===== src/rtl/snowbro2_video_timing.sv =====
// Raster timing generator: pixel/line counters, blanking and sync flags,
// vblank strobe and a latched vertical interrupt request for the CPU.
// Everything is registered; flags are derived from the next counter values
// so they move on the same enabled edge as the counters.
module snowbro2_video_timing #(
    parameter int H_TOTAL  = 432,
    parameter int H_ACTIVE = 320,
    parameter int HS_START = 352,
    parameter int HS_END   = 384,
    parameter int V_TOTAL  = 262,
    parameter int V_ACTIVE = 240,
    parameter int VS_START = 248,
    parameter int VS_END   = 251
) (
    input  logic       CLK96,
    input  logic       RESET96,
    input  logic       CEN675,
    input  logic       INT_ACK,
    output logic [8:0] HCNT,
    output logic [8:0] VCNT,
    output logic       HBLANK,
    output logic       VBLANK,
    output logic       HSYNC_N,
    output logic       VSYNC_N,
    output logic       VINT_REQ,
    output logic       VBL_STB,
    output logic       FIELD
);

    localparam logic [8:0] H_LAST  = 9'(H_TOTAL - 1);
    localparam logic [8:0] H_ACT   = 9'(H_ACTIVE);
    localparam logic [8:0] HS_B    = 9'(HS_START);
    localparam logic [8:0] HS_E    = 9'(HS_END);
    localparam logic [8:0] V_LAST  = 9'(V_TOTAL - 1);
    localparam logic [8:0] V_ACT   = 9'(V_ACTIVE);
    localparam logic [8:0] V_PREBL = 9'(V_ACTIVE - 1);
    localparam logic [8:0] VS_B    = 9'(VS_START);
    localparam logic [8:0] VS_E    = 9'(VS_END);

    logic [8:0] hcnt_q, hcnt_d;
    logic [8:0] vcnt_q, vcnt_d;
    logic       hblank_q, hblank_d;
    logic       vblank_q, vblank_d;
    logic       hsync_n_q, hsync_n_d;
    logic       vsync_n_q, vsync_n_d;
    logic       vint_req_q, vint_req_d;
    logic       vbl_stb_q, vbl_stb_d;
    logic       field_q, field_d;
    logic       line_end, frame_end;

    // Next-state: counters advance only on enabled edges; flags follow the
    // next counter values; the interrupt latch sees every clock.
    always_comb begin
        line_end   = (hcnt_q == H_LAST);
        frame_end  = (vcnt_q == V_LAST);
        hcnt_d     = hcnt_q;
        vcnt_d     = vcnt_q;
        field_d    = field_q;
        vbl_stb_d  = 1'b0;
        vint_req_d = INT_ACK ? 1'b0 : vint_req_q;

        if (CEN675) begin
            hcnt_d = line_end ? 9'd0 : hcnt_q + 9'd1;
            if (line_end) begin
                vcnt_d = frame_end ? 9'd0 : vcnt_q + 9'd1;
                if (frame_end)
                    field_d = ~field_q;
                if (vcnt_q == V_PREBL)
                    vbl_stb_d = 1'b1;
            end
        end

        // A new vblank beats a simultaneous acknowledge
        if (vbl_stb_d)
            vint_req_d = 1'b1;

        hblank_d  = (hcnt_d >= H_ACT);
        vblank_d  = (vcnt_d >= V_ACT);
        hsync_n_d = !((hcnt_d >= HS_B) && (hcnt_d < HS_E));
        vsync_n_d = !((vcnt_d >= VS_B) && (vcnt_d < VS_E));
    end

    // State register with asynchronous reset to the idle top-left position
    always_ff @(posedge CLK96 or posedge RESET96) begin
        if (RESET96) begin
            hcnt_q     <= 9'd0;
            vcnt_q     <= 9'd0;
            hblank_q   <= 1'b0;
            vblank_q   <= 1'b0;
            hsync_n_q  <= 1'b1;
            vsync_n_q  <= 1'b1;
            vint_req_q <= 1'b0;
            vbl_stb_q  <= 1'b0;
            field_q    <= 1'b0;
        end else begin
            hcnt_q     <= hcnt_d;
            vcnt_q     <= vcnt_d;
            hblank_q   <= hblank_d;
            vblank_q   <= vblank_d;
            hsync_n_q  <= hsync_n_d;
            vsync_n_q  <= vsync_n_d;
            vint_req_q <= vint_req_d;
            vbl_stb_q  <= vbl_stb_d;
            field_q    <= field_d;
        end
    end

    assign HCNT     = hcnt_q;
    assign VCNT     = vcnt_q;
    assign HBLANK   = hblank_q;
    assign VBLANK   = vblank_q;
    assign HSYNC_N  = hsync_n_q;
    assign VSYNC_N  = vsync_n_q;
    assign VINT_REQ = vint_req_q;
    assign VBL_STB  = vbl_stb_q;
    assign FIELD    = field_q;

endmodule


===== config.mk =====
export PLATFORM = sky130hd
export DESIGN_NAME = snowbro2_video_timing
export DESIGN_NICKNAME = d
export VERILOG_FILES = /design/src/rtl/snowbro2_video_timing.sv
export SDC_FILE = /design/constraint.sdc
export NUM_CORES = 1
export LEC_CHECK = 0
export BUFFER_PORTS_ARGS = -buffer_cell sky130_fd_sc_hd__buf_2
export CORE_ASPECT_RATIO = 0.75
export CORE_MARGIN = 1.5
export CORE_UTILIZATION = 55
export CTS_CLUSTER_DIAMETER = 80
export CTS_CLUSTER_SIZE = 30
export DETAILED_ROUTE_END_ITERATION = 10
export PLACE_DENSITY_LB_ADDON = 0.2
export SKIP_CTS_REPAIR_TIMING = 1
export SLEW_MARGIN = 10
export SYNTH_ARGS = -nofsm -noshare
export SYNTH_HDL_FRONTEND = slang
export SYNTH_SLANG_ARGS = --single-unit
export TNS_END_PERCENT = 20

===== constraint.sdc =====
create_clock -name CLK96 -period 6.2 [get_ports CLK96]
set_clock_uncertainty 0.15 [all_clocks]
set_input_delay 0 -clock CLK96 [delete_from_list [all_inputs] [get_ports CLK96]]
set_output_delay 0 -clock CLK96 [all_outputs]
set_load 0.02 [all_outputs]

# After elaboration in Yosys (flattened, before gate mapping)
# Cells that the tools add are included.
# word_totals
reg_bits	25
input_bits	4
output_inout_bits	25
word_cells	37
# classes
n_addsub	2
order_cmp	6
eq_ne	3
n_mux	10
bitwise	1
reduce_logical	6
# ops
op	count
2-to-1 mux 9 bit	5
adder 9 x 1 -> 9 bit (second input constant)	2
== test 9 bit (second input constant)	2
>= comparator 9 x 8 -> 1 bit (second input constant)	2
>= comparator 9 bit (second input constant)	2
== test 9 x 8 -> 1 bit (second input constant)	1
less-than comparator 9 x 8 -> 1 bit (second input constant)	1
less-than comparator 9 bit (second input constant)	1
2-to-1 mux 1 bit	5
AND reduction 3 bit	1
logical AND 1 bit	2
zero test 1 bit	2
nonzero test 2 bit	1
inverter 1 bit	1

# Logic depth before layout (Yosys ltp)
# Gate-level depths: netlist of the first run.
# logic_depth
word_depth	7
mapped_depth	8
mapped_depth_nobuf	7

# Worst setup path before layout of the first run
# OpenSTA, ideal clock, no wires.
# synth_path
path_kind	register -> register
startpoint	register hcnt_q[0], in the netlist HCNT[0]
endpoint	register vsync_n_q, in the netlist VSYNC_N
setup_time_ns	0.095
t_arrival_ns	2.022
t_required_ns	5.955
slack_ns	3.934
path_stages_with_launch	8
path_buffers	1
period_less_slack_ns	2.266
path_cell_list	dfrtp_1 > ha_1 > and4_1 > buf_6 > nand4_4 > or4_4 > a221oi_2 > nand4_1
# synth_between
elab_chain_cells	6
word_cells_on_any_way	7
classes_between	2 x order compare; 1 x eq/ne; 2 x mux; 2 x reduce/logical
# synth_rtl
item	line_no	text
start: declaration	40	logic [8:0] hcnt_q, hcnt_d;
start signal: assignment	96	hcnt_q <= hcnt_d;
== test 9 bit (*)	54	line_end = (hcnt_q == H_LAST);
2-to-1 mux 9 bit (*)	64	if (line_end) begin
2-to-1 mux 9 bit (*)	62	if (CEN675) begin
>= comparator 9 x 8 -> 1 bit / less-than comparator 9 x 8 -> 1 bit (equally long branches)	80	vsync_n_d = !((vcnt_d >= VS_B) && (vcnt_d < VS_E));
logical AND 1 bit (*)	80	
zero test 1 bit (*)	80	
named net vsync_n_d	45	logic vsync_n_q, vsync_n_d;
end signal: assignment	101	vsync_n_q <= vsync_n_d;
end: declaration	45	
# The timed path passes the listed nets; every way through them passes the cells marked *.
# A chain may end at the register's enable or synchronous reset.

# Worst setup path after layout of the first run
# Same ends and word-level chain as after synthesis.

==> results of run 1 <==
[synthesized netlist by cell type (3+ instances only)]
cell and n:
sky130_fd_sc_hd__nand3_1 5, sky130_fd_sc_hd__nand2_1 15, sky130_fd_sc_hd__buf_6 3, sky130_fd_sc_hd__o31ai_1 3, sky130_fd_sc_hd__a21oi_1 3, sky130_fd_sc_hd__ha_1 3, sky130_fd_sc_hd__inv_1 10, sky130_fd_sc_hd__and3_1 4
sky130_fd_sc_hd__xnor2_1 4, sky130_fd_sc_hd__nand4_1 6, sky130_fd_sc_hd__xor2_1 4, sky130_fd_sc_hd__o21ai_0 9, sky130_fd_sc_hd__dfrtp_1 23, sky130_fd_sc_hd__nor2_1 7
[state kept, by name, summed over array words and instances (netlist names)]
| name | count |
|---|---|
| HCNT | 9 |
| VBLANK | 1 |
| VCNT | 9 |
| FIELD | 1 |
| VBL_STB | 1 |
| HSYNC_N | 1 |
| VSYNC_N | 1 |
| HBLANK | 1 |
| VINT_REQ | 1 |
[power groups by stage]
| stage | registers [uW] | logic, uW | clock network, uW |
|---|---|---|---|
| 2_1_floorplan | 249 | 48.3 | 0 |
| 3_3_place_gp | 222 | 108 | 0 |
| 3_5_place_dp | 226 | 111 | 0 |
| 4_1_cts | 223 | 112 | 73.4 |
| 5_1_grt | 229 | 124 | 77.5 |
| 6_report | 223 | 112 | 69.9 |
[through the flow]
stage / util, % / power (uW) / cells
final: 67.0 / 405 / 199
after global routing: 67.0 / 431 / 199
after CTS: 65.7 / 408 / 196
after detailed placement: 64.6 / 337 / 192
after global placement: 64.6 / 330 / 192
after floorplan: - / 297 / 135
[critical path, cell delays in order (launching register included)]
cell	delay (ns)
sky130_fd_sc_hd__dfrtp_1	0.43
sky130_fd_sc_hd__ha_1	0.19
sky130_fd_sc_hd__and4_1	0.39
sky130_fd_sc_hd__nand4_4	0.22
sky130_fd_sc_hd__or4_4	0.57
sky130_fd_sc_hd__a221oi_2	0.30
sky130_fd_sc_hd__nand4_1	0.13
[cell type report]
cell class	instances	area share [%]
Clock buffer	3	1.46
Clock inverter	1	0.323
Inverter	10	2.43
Multi-Input combinational cell	95	41.5
Sequential cell	25	40.6
Tap cell	34	2.75
Timing Repair Buffer	31	11.0
[cells by family (layout without fill, tap and decap cells)]
logic type,Yosys count,in the layout,synth area share (%)
AOI/OAI and AO/OA,27,27,14.0
muxes,2,2,1.57
buffers and inverters,15,45,6.02
xor gates and xnor gates,8,8,5.18
adders and majority gates,3,3,2.78
and+or+nand+nor,55,55,24.0
DFF,25,25,46.5
[worst max path at each step]
stage,startpoint,end,slack [ns]
floorplan,HCNT[0],VSYNC_N,3.93
global placement,HCNT[0],VSYNC_N,3.86
detailed placement,HCNT[0],VSYNC_N,3.74
CTS,HCNT[0],VSYNC_N,3.72
global route,HCNT[0],VSYNC_N,3.60
finish,HCNT[0],VSYNC_N,3.73
[layer usage]
layer / GRT usage (%) / vias up
met1: 32.4 / 515
met4: 4.44 / 0
met5: 0 / -
met3: 5.40 / 6
li1: - / 543
met2: 33.3 / 48
==> metrics list, run 1 <==
* Result of the run: finished, final reports clean
* Total routed wire length on the met1 layer: 1350 um
- Final critical delay including setup and external delays: 2.47 ns
* Leading post-synthesis cells by cell area: sky130_fd_sc_hd__dfrtp_1 (43%), sky130_fd_sc_hd__nand2_1 (4.2%), sky130_fd_sc_hd__dfstp_2 (3.9%)
- Clock root cell: sky130_fd_sc_hd__clkbuf_4
* Sequential group share of total power: 55.1%
* H-tree levels: 1
* Worst setup SP type: flip-flop
- Standard-cell rows: 15
- After legalization and detailed placement, the total HPWL measured 2100 um.
- Signed area change from the synthesized netlist to the final layout: 14.5%
* Endpoint type of the worst setup path: flip-flop
- TritonCTS built the clock tree.
- Arrival time of the worst setup path: 2.56 ns
- The number of pins exceeding their max-slew limit in the final report is 0.
- Once detail routing completed, the nets flagged for antenna violations numbered 0.
- Of all cell types, the one taking the most synthesized area is sky130_fd_sc_hd__dfrtp_1.
- Global-route wire length before repair: 4440 um
* PwrDens: 262 nW/um^2
- Number of distinct library cells after synthesis: 42
* Share of synthesized flip-flops with an asynchronous set or reset: 100%
* Net Sw Frac: 37.2%
- Setup repair after global routing left no endpoint under its margin.
* Drt total wl: 2830 um
* Worst R2R Path Depth: 6
* Part of the total power dissipated in combinational logic: 27.6%
* Post-route design area: 1550 um^2
- For the pin with the worst max-slew slack, the measured transition is 0.908 ns.
- Count of input and output buffers: 28
- Across the run, the number of max-cap violations was 0.
- Highest routed metal layer: met4
- Area share of the largest cell type after synthesis: 42.6%
- The cell count after synthesis came out at 135.
* Met3 wire length: 211 um
- The clock reaches the later pin of the worst-skew pair after 0.31 ns.
- The synthesized netlist occupies a cell area of 1350 um^2.
- The routed layout has 1112 vias.
* Yosys warning total: 0
* Final TNS setup: 0 ns
- Max Fanout on Critical Path: 11
* Maximum number of pins on one net before global-route repair: 26
- Before CTS, the worst setup slack after placement is 3.74 ns.
- VDD sags by at most 0.201 mV.
* Kind of critical path: reg -> reg
- The worst pin sits at a relative slew slack of 39.4%.
- In the layout the commonest cells are sky130_fd_sc_hd__buf_2 (28), sky130_fd_sc_hd__dfrtp_1 (23), sky130_fd_sc_hd__nand2_1 (15), sky130_fd_sc_hd__inv_1 (10), sky130_fd_sc_hd__o21ai_0 (9).
- Averaged over all synthesized cells, the footprint is 10.0 um^2.
- Across all setup checks in the final design, the least slack found is 3.73 ns.
* GRT Total Usage: 22.1%
- Initial antenna violation count: 0
- Number of DRC violations after detailed routing: 0
- Dividing the detail-routed wire length by the instance count gives 14.2 um.
* Maximum clock frequency: 405 MHz
* Met2 wire length: 1240 um
* Post-synth EDFFs: 0
- The tree built by TritonCTS fans out to 25 sinks.
* Total number of nets in the final design: 173
* Cell internal power dissipation: 254 uW
- Total of fill cells in the finished design: 199
- Final Hold Viols: 0
- Vias per inst: 5.59
- Aggregate global routing overflow: 0
- Minimum hold slack: 0.270 ns
* Main synth FF type: sky130_fd_sc_hd__dfrtp_1
* Chip Width: 60.2 um
- Number of global-route vias before repair: 939
- Nets in the synthesized netlist: 142
* Worst-path clk slew: 0.13 ns
- First-pass detailed-route iteration total: 4
- Across all register-to-register paths, the minimum setup slack is 3.73 ns.
* Final weighted congestion in routability-driven placement: 0.819
* Leakage dissipation: 0.000761 uW
- In this run, the clock network consumes 17.3% of the power.
* Required time of the critical path: 6.29 ns
- The library cell used most frequently in the layout, excluding fill and tap cells, is sky130_fd_sc_hd__buf_2.
* ANT cells: 0
* Capture instance of the worst register-to-register path: VSYNC_N
- After detailed placement, the total cell area comes to 1490 um^2.
* Path category of the worst min-delay check: in -> async
- Inserted Clock Buffers: 3
* Sequential standard cell area: 628 um^2
- Once the floorplan was initialized, standard cells occupied 58.5% of the core.
* Setup violations, final: 0
* Count of boundary I/O pins: 29
- The floorplan step defined a core boundary enclosing 2310 um^2.
- Measured along the y axis, the die boundary spans 45.9 um.
- FF+latch count, synth: 25
- P_sw: 151 uW
* Floorplan die area: 2770 um^2
* Number of buffers on the longest clock path: 2
- After layout, the worst path uses 39.8% of the clock period.
- Fraction of final layout cells sized beyond drive strength 1: 26.7%
- The multi-input combinational cells in the finished layout cover a total of 642 um^2.
- Sequential cells were found to cover 46.5% of the synthesized design area.
- The worst register-to-register path begins at HCNT[0].
- First DRT Iteration DRCs: 41
No activity file was read; power rests on OpenSTA's default activity.
==> run 2: changes to the inputs <==
--- a/config.mk
+++ b/config.mk
@@ -8,7 +8,7 @@
 export BUFFER_PORTS_ARGS = -buffer_cell sky130_fd_sc_hd__buf_2
 export CORE_ASPECT_RATIO = 0.75
 export CORE_MARGIN = 1.5
-export CORE_UTILIZATION = 55
+export CORE_UTILIZATION = 53
 export CTS_CLUSTER_DIAMETER = 80
 export CTS_CLUSTER_SIZE = 30
 export DETAILED_ROUTE_END_ITERATION = 10
==> constraint.sdc (replaced) <==
create_clock -name CLK96 -period 2.5 [get_ports CLK96]
set_clock_uncertainty 0.15 [all_clocks]
set_input_delay 0 -clock CLK96 [delete_from_list [all_inputs] [get_ports CLK96]]
set_output_delay 0 -clock CLK96 [all_outputs]
set_load 0.02 [all_outputs]
==> run 2 against run 1 <==
  * Clock power rose by 150%
  * Total power rose by 150%
  * Combinational power rose by 140%
  * Via count fell by 1.2%
  * Sequential power rose by 150%
  * Critical endpoint unchanged
==> metrics list, run 2 (synthesis gave the netlist of run 1 again) <==
- Setup violations, final: 0
- For the worst setup path, the data required time is 2.58 ns.
* Period utilisation layout: 93.2%
- In this run the vertical extent of the chip is 46.7 um.
- After the first detailed-routing iteration, the DRC count stood at 20.
- Leakage dissipation: 0.000766 uW
- Leaving out fill and tap cells, the most frequent cell in the layout is sky130_fd_sc_hd__buf_2.
- In the global route stage, met2 resource usage came out at 28.9%.
* Count of clock tree sinks: 25
* Unrepaired setup endpoints after global routing: false
* Final Hold Viols: 0
- Arrival time of the worst setup path: 2.41 ns
- Worst-path cell chain: ha_1 > and4_1 > nand4_4 > or4_4 > a221oi_2 > nand4_1
* Number of buffers on the longest clock path: 2
* Result of the run: finished, final reports clean
- Buffers inserted during clock tree synthesis total 3.
* Count of boundary I/O pins: 29
- Slew @ Worst Pin: 0.907 ns
- The top cell types in the final layout, fill and taps aside, are sky130_fd_sc_hd__buf_2 (28), sky130_fd_sc_hd__dfrtp_1 (23), sky130_fd_sc_hd__nand2_1 (15), sky130_fd_sc_hd__inv_1 (10), sky130_fd_sc_hd__o21ai_0 (9).
* Drt total wl: 2570 um
- Count of input and output buffers: 28
* Chip Width: 61.3 um
- For this run the aggregate overflow at the end of global routing stands at 0.
- After layout, the minimum clock period comes to 2.33 ns.
- M1 GR Usage: 30.2%
* Antenna Violating Nets Remaining: 0
* Worst-path clk slew: 0.13 ns
- Number of DRC violations after detailed routing: 0
- Endpoint type of the worst setup path: flip-flop
* Average routed wire per standard cell: 12.9 um
- In this run the worst path has a maximum fanout of 7.
- Floorplan die area: 2860 um^2
- Max incr delay on CP: 0.54 ns
- Signed area change from the synthesized netlist to the final layout: 15.1%
- For this run, the detailed router's first-pass iteration total came to 4.
- Initial Util: 57.1%
- Global-route met3 utilization: 6.89%
- PwrDens: 639 nW/um^2
- Total power: 995 uW
* Crit path max-delay family: simple AND/OR/NAND/NOR gates
* Core ar.: 2360 um^2
- Final cell utilization of the core: 65.8%
- The tightest min-delay check is of the in -> async type.
* Max rail drop VDD: 0.456 mV
- 0 antenna diodes ended up in the layout.
- The worst setup path is launched from a flip-flop.
- Register-to-register setup slack: 0.17 ns
- The worst setup path is of the reg -> reg kind.
- Initial antenna violation count: 0
* Clock tree from TritonCTS: yes
* Crit-path slowest cell: sky130_fd_sc_hd__or4_4
- Final weighted congestion in routability-driven placement: 0.851
* Fraction of final layout cells sized beyond drive strength 1: 27.1%
- Rel. slew slack: 39.4%
* GRT busiest layer: met1
- The routed layout has 1099 vias.
- Maximum number of pins on one net before global-route repair: 26
- Summed over all failing endpoints, the final setup total negative slack is 0 ns.
- H-tree levels: 1
- Maximum capacitance violations: 0
- Once detailed placement completed, the half-perimeter wirelength came to 1910 um.
- Row generation in the floorplan step produced 15 rows.
- GRT Total Usage: 20.3%
- Clock root cell: sky130_fd_sc_hd__clkbuf_4
- Timing would allow up to 429 MHz.
- The filler cells instantiated in the layout total 203.
- For the worst-skew pair, the clock arrives at the later sink with an insertion delay of 0.31 ns.
- After detailed routing, the number of vias per cell comes to 5.50.
- The via count of the first global-routing pass is 889.
- The number of pins exceeding their max-slew limit in the final report was 0.
- The final layout contains 174 nets.
* Global-route wire length before repair: 4180 um
- Together, buffers and inverters on the worst path number 0.
[run 2: cell count changes in the layout (fill, tap and decap cells not counted)]
cell,before,now
sky130_fd_sc_hd__buf_4,0,1
[run 2: cell type report]
type / count / area (um^2) / area share [%]
timing repair buffer: 32 / 178 / 11.4
sequential: 25 / 628 / 40.4
clock buffer: 3 / 22.5 / 1.45
clock inverter: 1 / 5.00 / 0.322
multi-input combinational: 95 / 642 / 41.3
inverter: 10 / 37.5 / 2.41
tap: 34 / 42.5 / 2.74
[run 2: metal layers]
layer	vias to the layer above	part of all wire [%]
met4	0	0.58
met3	2	6.5
li1	555	-
met5	-	0
met1	507	52
met2	35	41
[run 2: path summary, 6_finish.rpt]
kind | cells after the start | startpoint | endpoint
worst max-delay path | 6 | HCNT[0] | VSYNC_N
worst max register to register | 6 | HCNT[0] | VSYNC_N
worst min-delay path | 3 | RESET96 | VCNT[1]
min in group CLK96 | 1 | FIELD | FIELD
max in group asynchronous | 3 | RESET96 | HCNT[4]
worst min register to register | 1 | FIELD | FIELD
[run 2: per-stage QoR]
stage               setup WS [ns]  cells  hold WS (ns)  cell area (um^2)
floorplan                   0.234    135        -0.124              1350
global placement            0.275    193        0.0933              1500
detailed placement          0.209    193         0.112              1500
CTS                         0.188    197        -0.254              1530
global route               0.0384    200         0.338              1560
finish                      0.170    200         0.259              1560
[run 2: report_power, final]
group          internal [uW]  switching (uW)
registers                462            86.4
logic                    107             167
clock network           59.7             112
[run 2: worst reg2reg max path, stage by stage, from the launching register on]
cell                       delay, ns
sky130_fd_sc_hd__dfrtp_1        0.43
sky130_fd_sc_hd__ha_1           0.19
sky130_fd_sc_hd__and4_1         0.38
sky130_fd_sc_hd__nand4_4        0.13
sky130_fd_sc_hd__or4_4          0.54
sky130_fd_sc_hd__a221oi_2       0.31
sky130_fd_sc_hd__nand4_1        0.12
